[src/rtl/down_counter_4bit_jkff.sv]
// Synchronous down counter built from JK flip-flop cells, with parallel load,
// zero detect, cascadable borrow-out and a registered underflow pulse.

module jk_ff_sync (
    input  logic clk,
    input  logic reset,
    input  logic j,
    input  logic k,
    output logic q
);

    logic r_q;

    always_ff @(posedge clk) begin
        if (!reset) begin
            r_q <= 1'b0;
        end else begin
            case ({j, k})
                2'b00:   r_q <= r_q;
                2'b01:   r_q <= 1'b0;
                2'b10:   r_q <= 1'b1;
                default: r_q <= ~r_q;
            endcase
        end
    end

    assign q = r_q;

endmodule

module down_counter_4bit_jkff #(
    parameter int WIDTH = 4
) (
    input  logic             clk,
    input  logic             reset,
    input  logic             en,
    input  logic             load,
    input  logic [WIDTH-1:0] din,
    output logic [WIDTH-1:0] q,
    output logic             zero,
    output logic             bo,
    output logic             uf
);

    logic [WIDTH-1:0] w_q;
    logic [WIDTH-1:0] w_lower_zero;
    logic [WIDTH-1:0] w_j;
    logic [WIDTH-1:0] w_k;
    logic             r_uf;

    // w_lower_zero[i] is set when every bit below i is 0, i.e. bit i must toggle on a decrement.
    always_comb begin
        logic w_acc;
        w_lower_zero = '0;
        w_acc        = 1'b1;
        for (int unsigned i = 0; i < WIDTH; i++) begin
            w_lower_zero[i] = w_acc;
            w_acc           = w_acc & ~w_q[i];
        end
    end

    always_comb begin
        w_j = '0;
        w_k = '0;
        if (load) begin
            w_j = din;
            w_k = ~din;
        end else if (en) begin
            w_j = w_lower_zero;
            w_k = w_lower_zero;
        end
    end

    for (genvar g = 0; g < WIDTH; g++) begin : g_cell
        jk_ff_sync u_cell (
            .clk   (clk),
            .reset (reset),
            .j     (w_j[g]),
            .k     (w_k[g]),
            .q     (w_q[g])
        );
    end

    always_ff @(posedge clk) begin
        if (!reset) begin
            r_uf <= 1'b0;
        end else begin
            r_uf <= ~load & en & zero;
        end
    end

    assign q    = w_q;
    assign zero = (w_q == '0);
    assign bo   = en & zero & reset;
    assign uf   = r_uf;

endmodule

[config.mk]
export PLATFORM = sky130hd
export DESIGN_NAME = down_counter_4bit_jkff
export DESIGN_NICKNAME = d
export VERILOG_FILES = /design/src/rtl/down_counter_4bit_jkff.sv
export SDC_FILE = /design/constraint.sdc
export NUM_CORES = 1
export LEC_CHECK = 0
export BUFFER_PORTS_ARGS = -buffer_cell sky130_fd_sc_hd__buf_4
export CAP_MARGIN = 30
export CORE_AREA = 2 2 39 41
export CTS_CLUSTER_SIZE = 12
export DETAILED_ROUTE_END_ITERATION = 16
export DIE_AREA = 0 0 41 43
export GPL_ROUTABILITY_DRIVEN = 0
export GPL_TIMING_DRIVEN = 0
export MAX_ROUTING_LAYER = met4
export SLEW_MARGIN = 5
export SYNTH_ARGS = -nofsm -noshare
export SYNTH_HDL_FRONTEND = slang
export SYNTH_SLANG_ARGS = --single-unit
[constraint.sdc]
create_clock -name clk -period 1.5 [get_ports clk]
set_input_delay 0.15 -clock clk [delete_from_list [all_inputs] [get_ports clk]]
set_output_delay 0.15 -clock clk [all_outputs]
set_load 0.02 [all_outputs]
==> metrics.cfg, run 1 <==
[worst_setup_path]
crit_path_end_kind = output port
regToRegStartpoint = g_cell[0].u_cell.q
setup.worst_path.class = flop to output port
r2r_slack_ns = 0.42
critical_path_peak_fanout = 6
start_kind = flop
worstPathRequired_ns = 1.35
cp.arrival_ns = 1.23
cp-startpoint = g_cell[0].u_cell.q

[die]
rows = 14
core-area_um2 = 1380
io_pins = 15
die-area_um2 = 1760
die_height_um = 43
die_x_um = 41
start_util_pct = 23.7

[global_routing]
grt_max_degree = 8
grt_pass1_wl_um = 1060
grt_pass1_vias = 278
antenna_found_initial = 0
gr-total-overflow = 0
track_usage_pct = 9.46

[sta]
min_period_ns = 1.38
setup_tns_ns = 0
post-route-period-util_pct = 92.0
tightest_slew_ns = 0.271
setup_violations = 0
clock_skew_ns = 0.00280
hold_viol_final = 0
relSlewSlack_pct = 81.8
slew_viol_final = 0
fmax_mhz = 725
rsz0062_at_grt = false

[synthesis]
synth_largest_area_cell = dfxtp_1
synthDistinctLibCells = 20
synthesis.nets = 45
yosysMostFrequentCell = dfxtp_1
synth_flop_cell = dfxtp_1
syn_inst = 35
synth.avg_cell_area_um2 = 9.37
ys_top_cells_by_area = dfxtp_1 (31%), buf_4 (9.2%), ha_1 (7.6%), nor4b_4 (7.3%), xnor2_1 (5.3%)
ys_seq_area_share_pct = 30.5
yosysTopAreaCellShare_pct = 30.5
synth_commonest_cells = dfxtp_1 (5), buf_4 (4), inv_1 (3), o21ai_0 (3)
ys_warn_count = 0
synth-edff-count = 0
synth_area_um2 = 328
ys_async_sr_fraction_pct = 0
synth-seq-cells = 5

[clock_network]
clkTransAtPathRegs_ns = 0.04
cts_inserted_buffers = 3
postCtsSetupBuffers = 0
clk_root_buffer_cell = clkbuf_4
clockBufferDepth = 2
htree_levels = 1
cts_resized = 0
ctsHoldBuffers = 0
clkLatencyLatePin_ns = 0.24
cts_sinks = 5
cts_tree = done

[power]
power_density_nw_per_um2 = 972
irDropWorstVdd_mv = 0.292
power.total_w = 0.000467
p_leak_nw = 0.240

[routing]
first_iter_violations = 1
drc = 0
first_pass_iters = 2
wire_per_inst_um = 9.01
ant_nets = 0
wirelength_um = 622
viasPerCell = 4.33
vias = 299

[worst_hold_path]
hold_path_class = input port to flop
min-delay-start = load

[placed_design]
dpl.hpwl_um = 518
portBuffers = 14

[layout]
area_growth_pct = 46.6
drive_gt1_share_pct = 45.3
antenna_cells = 0
layout.nets = 64

[flow_run]
cap_violations = 0

[status]
status = finished clean

-- critical path: stages, from the launching register on --
cell	delay [ns]
dfxtp_2	0.35
nor4_2	0.28
and3_1	0.22
buf_4	0.14
-- through the flow --
step / setup WS, ns / hold WS (ns) / cells / cell area, um^2 / util [%]
after floorplan: 0.0223 / 0.281 / 35 / 328 / -
after CTS: 0.0352 / 0.167 / 69 / 479 / 34.6
final: 0.120 / 0.178 / 69 / 480 / 34.7
after global placement: 0.267 / 0.426 / 65 / 453 / 32.7
after global routing: 0.00893 / 0.174 / 69 / 480 / 34.7
after detailed placement: 0.221 / 0.427 / 65 / 453 / 32.7
-- metal layers --
| metal | track usage [%] | share of wire (%) | vias up |
|---|---|---|---|
| met4 | 8.00 | 0 | 0 |
| met2 | 11.9 | 42 | 15 |
| met5 | - | 0 | - |
| li1 | - | - | 157 |
| met3 | 4.71 | 12 | 0 |
| met1 | 10.6 | 46 | 127 |
-- state kept, by name, indices dropped and copies added, names as in the netlist --
name,count
uf,1
g_cell.u_cell.q,4
-- cells by family (layout without fill, tap and decap cells) --
kind of cell,Yosys count,after routing,share of synthesized area (%)
AOI/OAI and AO/OA,10,10,21.0
and+or+nand+nor,9,9,22.9
DFF,5,5,30.5
buffers and inverters,7,25,12.6
xor gates and xnor gates,2,2,5.34
adders and majority gates,2,2,7.63
-- layout by cell type, fill, tap and decap left out, drive strengths merged --
cell,count
o21a,1
o21ba,1
nor4,1
ha,2
a31oi,1
nand2,2
inv,3
and2b,1
clkbuf,4
nor3,1
nor4b,1
o21ai,3
o311a,1
xnor2,2
dfxtp,5
nand2b,2
and3,1
a21oi,1
a21boi,2
buf,18
-- final timing paths --
check | to | depth (start not counted)
min | g_cell[1].u_cell.q | 2
max reg2reg | g_cell[2].u_cell.q | 3
max | bo | 3
min reg2reg | g_cell[0].u_cell.q | 2
-- cell type report --
type,count,area (um^2)
repair buffers,14,105
inverters,3,11.3
clock buffers,4,26.3
well taps,16,20.0
multi-input cells,23,186
flip-flops and latches,5,101
plain buffers,4,30.0
fillers,156,903
-- where the power goes --
| part | switching, W | internal (W) |
|---|---|---|
| Clock | 0.0000541 | 0.000101 |
| Sequential | 0.0000195 | 0.000147 |
| Combinational | 0.0000636 | 0.0000824 |
| Total | 0.000137 | 0.000330 |
Power figures use the tool's default switching activity.
==> run 2: changes to the inputs <==
- REMOVE_ABC_BUFFERS: unset -> 1
==> metrics.cfg, run 2 (same netlist as run 1, synthesis figures left out) <==
[global_routing]
track_usage_pct = 9.97  ; was 9.46%
grt_max_degree = 8  ; unchanged
grt_pass1_wl_um = 1060  ; unchanged
grt_pass1_vias = 262  ; was 278
gr-total-overflow = 0  ; unchanged
antenna_found_initial = 0  ; unchanged

[layout]
antenna_cells = 0  ; unchanged
largest_reg_flops = 4  ; unchanged
drive_gt1_share_pct = 40.0  ; was 45.3%
area_growth_pct = 39.3  ; was 46.6%
final_common_cell = buf_4  ; unchanged
fillers = 148  ; was 156
layout.nets = 61  ; was 64
post-route-util_pct = 33.0  ; was 34.7%
final_cell_mix = buf_4 (15), dfxtp_1 (5), inv_1 (3), o21ai_0 (3), clkbuf_4 (3)  ; was buf_4 (18), dfxtp_1 (4), inv_1 (3), o21ai_0 (3), clkbuf_4 (3)

[sta]
setup_violations = 0  ; unchanged
hold-worst-slack_ns = 0.184  ; was 0.178 ns
min_period_ns = 1.43  ; was 1.38 ns
fmax_mhz = 700  ; was 725 MHz
rsz0062_at_grt = false  ; unchanged
post-route-period-util_pct = 95.2  ; was 92.0%
clock_skew_ns = 0.00544  ; was 0.00280 ns
relSlewSlack_pct = 82.0  ; was 81.8%
slew_viol_final = 0  ; unchanged
hold_viol_final = 0  ; unchanged
tightest_slew_ns = 0.270  ; was 0.271 ns

[flow_run]
cap_violations = 0  ; unchanged

[worst_setup_path]
max_stage_delay_ns = 0.37  ; was 0.35 ns
critical_path_peak_fanout = 6  ; unchanged
path_delay_family = simple AND/OR/NAND/NOR gates  ; unchanged
slowest_stage = dfxtp_1  ; was dfxtp_2
crit_path_end_kind = output port  ; unchanged
crit_buf_inv = 1  ; unchanged
cp_cell_sequence = nor4_2 -> and3_1 -> buf_4  ; unchanged
setup.worst_path.class = flop to output port  ; unchanged
start_kind = flop  ; unchanged
cp.arrival_ns = 1.28  ; was 1.23 ns
worstPathRequired_ns = 1.35  ; about the same

[clock_network]
cts_resized = 0  ; unchanged
htree_levels = 1  ; unchanged
clkLatencyLatePin_ns = 0.24  ; about the same
cts_inserted_buffers = 3  ; unchanged
cts_tree = done  ; unchanged
cts_sinks = 5  ; unchanged
clk_root_buffer_cell = clkbuf_4  ; unchanged
clkTransAtPathRegs_ns = 0.05  ; was 0.04 ns
clockBufferDepth = 2  ; unchanged

[status]
status = finished clean  ; unchanged

[routing]
first_pass_iters = 2  ; unchanged
wirelength_um = 656  ; was 622 um
first_iter_violations = 1  ; unchanged
drc = 0  ; unchanged
vias = 289  ; was 299
ant_nets = 0  ; unchanged
viasPerCell = 4.38  ; was 4.33
wire_per_inst_um = 9.94  ; was 9.01 um

[worst_hold_path]
hold_path_class = input port to flop  ; unchanged

[die]
rows = 14  ; unchanged
core-area_um2 = 1380  ; unchanged
die_x_um = 41  ; unchanged
start_util_pct = 23.7  ; unchanged
die-area_um2 = 1760  ; unchanged
die_height_um = 43  ; unchanged
io_pins = 15  ; unchanged

[placed_design]
portBuffers = 14  ; unchanged
dpl.hpwl_um = 507  ; was 518 um

[power]
p_leak_nw = 0.224  ; was 0.240 nW
irDropWorstVdd_mv = 0.528  ; was 0.292 mV
power_density_nw_per_um2 = 1010  ; was 972 nW/um^2

-- run 2: cell types whose count changed in the layout (fill, tap and decap cells not counted), sizes merged --
cell  before  now
buf       18   15
-- run 2: path summary, 6_finish.rpt --
kind	startpoint	to	slack, ns	cells past startpoint
worst max-delay path	g_cell[0].u_cell.q	bo	0.07	3
worst min-delay path	load	g_cell[1].u_cell.q	0.18	2
worst max register to register	g_cell[0].u_cell.q	g_cell[2].u_cell.q	0.36	3
worst min register to register	g_cell[0].u_cell.q	g_cell[0].u_cell.q	0.57	2
-- run 2: report_power, final --
group | total [W] | leakage, nW | switching (W) | internal [W]
Sequential | 0.000166 | 0.0414 | 0.0000199 | 0.000146
Clock | 0.000156 | 0.0150 | 0.0000556 | 0.000101
Combinational | 0.000138 | 0.168 | 0.0000627 | 0.0000753
-- run 2: final cells by class --
type	count	area [um^2]	share of cell area, %
multi-input combinational	23	186	40.8
clock buffer	4	26.3	5.75
tap	16	20.0	4.38
inverter	3	11.3	2.47
sequential	5	100	21.9
timing repair buffer	15	113	24.7
-- run 2: what timing repair did --
| action | 4_1_cts | 5_1_grt |
|---|---|---|
| hold endpoints to repair | 0 | 0 |
| setup buffers | 0 | 1 |
| setup endpoints to repair | 0 | 1 |
| hold buffers | 0 | 0 |
-- run 2: routing by layer --
metal | track usage [%] | vias to the layer above | wire, um
li1 | - | 148 | -
met1 | 8.65 | 131 | 230
met4 | 4.00 | 0 | 0
met2 | 14.1 | 10 | 348
met5 | - | - | 0
met3 | 9.95 | 0 | 76
-- run 2: metrics by stage --
| stage | TNS, ns | setup slack (ns) | area (um^2) | std cells | total power, W |
|---|---|---|---|---|---|
| floorplan | -0.0738 | -0.0636 | 298 | 31 | 0.000245 |
| global placement | 0 | 0.275 | 423 | 61 | 0.000299 |
| detailed placement | 0 | 0.239 | 423 | 61 | 0.000300 |
| CTS | 0 | 0.0192 | 449 | 65 | 0.000464 |
| global route | 0 | 0.00649 | 457 | 66 | 0.000498 |
| finish | 0 | 0.0721 | 457 | 66 | 0.000460 |
==> run 3: changes to the inputs <==
==> constraint.sdc (replaced) <==
create_clock -name clk -period 1.5 [get_ports clk]
set_input_delay 0.075 -clock clk [delete_from_list [all_inputs] [get_ports clk]]
set_output_delay 0.075 -clock clk [all_outputs]
set_load 0.02 [all_outputs]
==> metrics.cfg, run 3 (same netlist as run 1, synthesis figures left out) <==
[status]
status = finished clean  ; unchanged

[power]
p_leak_nw = 0.219  ; was 0.224 nW
power.total_w = 0.000454  ; was 0.000460 W
swShare_pct = 30.3  ; was 30.0%
netSwitchingPower_w = 0.000137  ; was 0.000138 W
internal-power_w = 0.000316  ; was 0.000322 W
pwr-share-comb_pct = 29.0  ; was 30.0%
power_density_nw_per_um2 = 1010  ; about the same
seqPwrFrac_pct = 36.6  ; was 36.0%
irDropWorstVdd_mv = 0.528  ; about the same
pwr-share-clk_pct = 34.4  ; was 34.0%

[worst_setup_path]
setup.worst_path.class = flop to output port  ; unchanged
worstPathRequired_ns = 1.42  ; was 1.35 ns
r2r_slack_ns = 0.36  ; about the same
crit_path_end_kind = output port  ; unchanged
start_kind = flop  ; unchanged
critical_path_peak_fanout = 6  ; unchanged
cp.arrival_ns = 1.32  ; was 1.28 ns

[global_routing]
grt_pass1_wl_um = 1060  ; unchanged
met2_usage_pct = 14.1  ; unchanged
track_usage_pct = 9.97  ; unchanged
grt_max_degree = 8  ; unchanged
grtUsageMet3_pct = 9.95  ; unchanged
grt_pass1_vias = 262  ; unchanged
gr-total-overflow = 0  ; unchanged
grt_util_met1_pct = 8.65  ; unchanged
grt-busiest-layer = met2  ; unchanged
antenna_found_initial = 0  ; unchanged

[sta]
rsz0062_at_grt = false  ; unchanged
min_period_ns = 1.40  ; was 1.43 ns
clock_skew_ns = 0.00544  ; about the same
relSlewSlack_pct = 81.5  ; was 82.0%
hold_viol_final = 0  ; unchanged
tightest_slew_ns = 0.275  ; was 0.270 ns
slew_viol_final = 0  ; unchanged
post-route-period-util_pct = 93.0  ; was 95.2%
fmax_mhz = 716  ; was 700 MHz
setup_tns_ns = 0  ; unchanged
final.setup.worst_slack_ns = 0.104  ; was 0.0721 ns
setup_violations = 0  ; unchanged

[routing]
wirelength_um = 653  ; was 656 um
first_iter_violations = 1  ; unchanged
first_pass_iters = 2  ; unchanged
drc = 0  ; unchanged
vias = 290  ; was 289
viasPerCell = 4.46  ; was 4.38
ant_nets = 0  ; unchanged
wire_per_inst_um = 10.0  ; was 9.94 um

[layout]
layout.nets = 60  ; was 61
final_common_cell = buf_4  ; unchanged
post-route-util_pct = 32.5  ; was 33.0%
antenna_cells = 0  ; unchanged
stdcell_area_um2 = 449  ; was 457 um^2
final_cell_mix = buf_4 (14), dfxtp_1 (5), inv_1 (3), o21ai_0 (3), clkbuf_4 (3)  ; was buf_4 (15), dfxtp_1 (5), inv_1 (3), o21ai_0 (3), clkbuf_4 (3)
fillers = 151  ; was 148
drive_gt1_share_pct = 38.8  ; was 40.0%
largest_reg_flops = 4  ; unchanged
area_growth_pct = 37.0  ; was 39.3%

[clock_network]
postCtsSetupBuffers = 0  ; unchanged
htree_levels = 1  ; unchanged
clockBufferDepth = 2  ; unchanged
clk_root_buffer_cell = clkbuf_4  ; unchanged
ctsHoldBuffers = 0  ; unchanged
clkTransAtPathRegs_ns = 0.05  ; about the same
cts_sinks = 5  ; unchanged
cts_inserted_buffers = 3  ; unchanged
clkLatencyLatePin_ns = 0.24  ; about the same
cts_tree = done  ; unchanged
cts_resized = 0  ; unchanged

[placed_design]
dpl.hpwl_um = 507  ; unchanged
post-place-ws_ns = 0.314  ; was 0.239 ns
portBuffers = 14  ; unchanged
placed_area_um2 = 423  ; unchanged

[die]
start_util_pct = 23.7  ; unchanged
die_x_um = 41  ; unchanged
io_pins = 15  ; unchanged
die-area_um2 = 1760  ; unchanged
core-area_um2 = 1380  ; unchanged
die_height_um = 43  ; unchanged
rows = 14  ; unchanged

[flow_run]
cap_violations = 0  ; unchanged

[worst_hold_path]
hold_path_class = input port to flop  ; unchanged

[run 3: cell types whose count changed in the layout (fill, tap and decap cells not counted)]
cell,delta
buf_4,-1
[run 3: critical path, cell delays in order, from the launching register on]
cell	delay, ns
dfxtp_1	0.38
nor4_2	0.35
and3_1	0.21
buf_4	0.14
[run 3: path summary, 6_finish.rpt]
check,startpoint,end,cells past startpoint
worst max-delay path,g_cell[0].u_cell.q,bo,3
worst min-delay path,load,g_cell[1].u_cell.q,2
worst min register to register,g_cell[0].u_cell.q,g_cell[0].u_cell.q,2
worst max register to register,g_cell[0].u_cell.q,g_cell[2].u_cell.q,3
[run 3: cell type report]
cell class	instances	area, um^2	share of cell area, %
multi-input cells	23	186	41.5
flip-flops and latches	5	100	22.3
inverters	3	11.3	2.51
repair buffers	14	105	23.4
clock buffers	4	26.3	5.85
well taps	16	20.0	4.46
[run 3: power groups by stage]
stage | registers [W] | clock network, W | logic (W)
floorplan | 0.000181 | 0 | 0.0000640
global placement | 0.000168 | 0 | 0.000132
detailed placement | 0.000168 | 0 | 0.000132
CTS | 0.000166 | 0.000165 | 0.000133
global route | 0.000167 | 0.000180 | 0.000144
finish | 0.000166 | 0.000156 | 0.000132
[run 3: stage by stage]
stage	hold WS, ns	cells
2_1_floorplan	0.206	31
3_3_place_gp	0.355	61
3_5_place_dp	0.354	61
4_1_cts	0.102	65
5_1_grt	0.0903	65
6_report	0.110	65
[run 3: per-layer routing]
layer / vias up / routed length [um]
met5: - / 0
met4: 0 / 0
met3: 0 / 76
met2: 10 / 346
met1: 133 / 230
li1: 147 / -
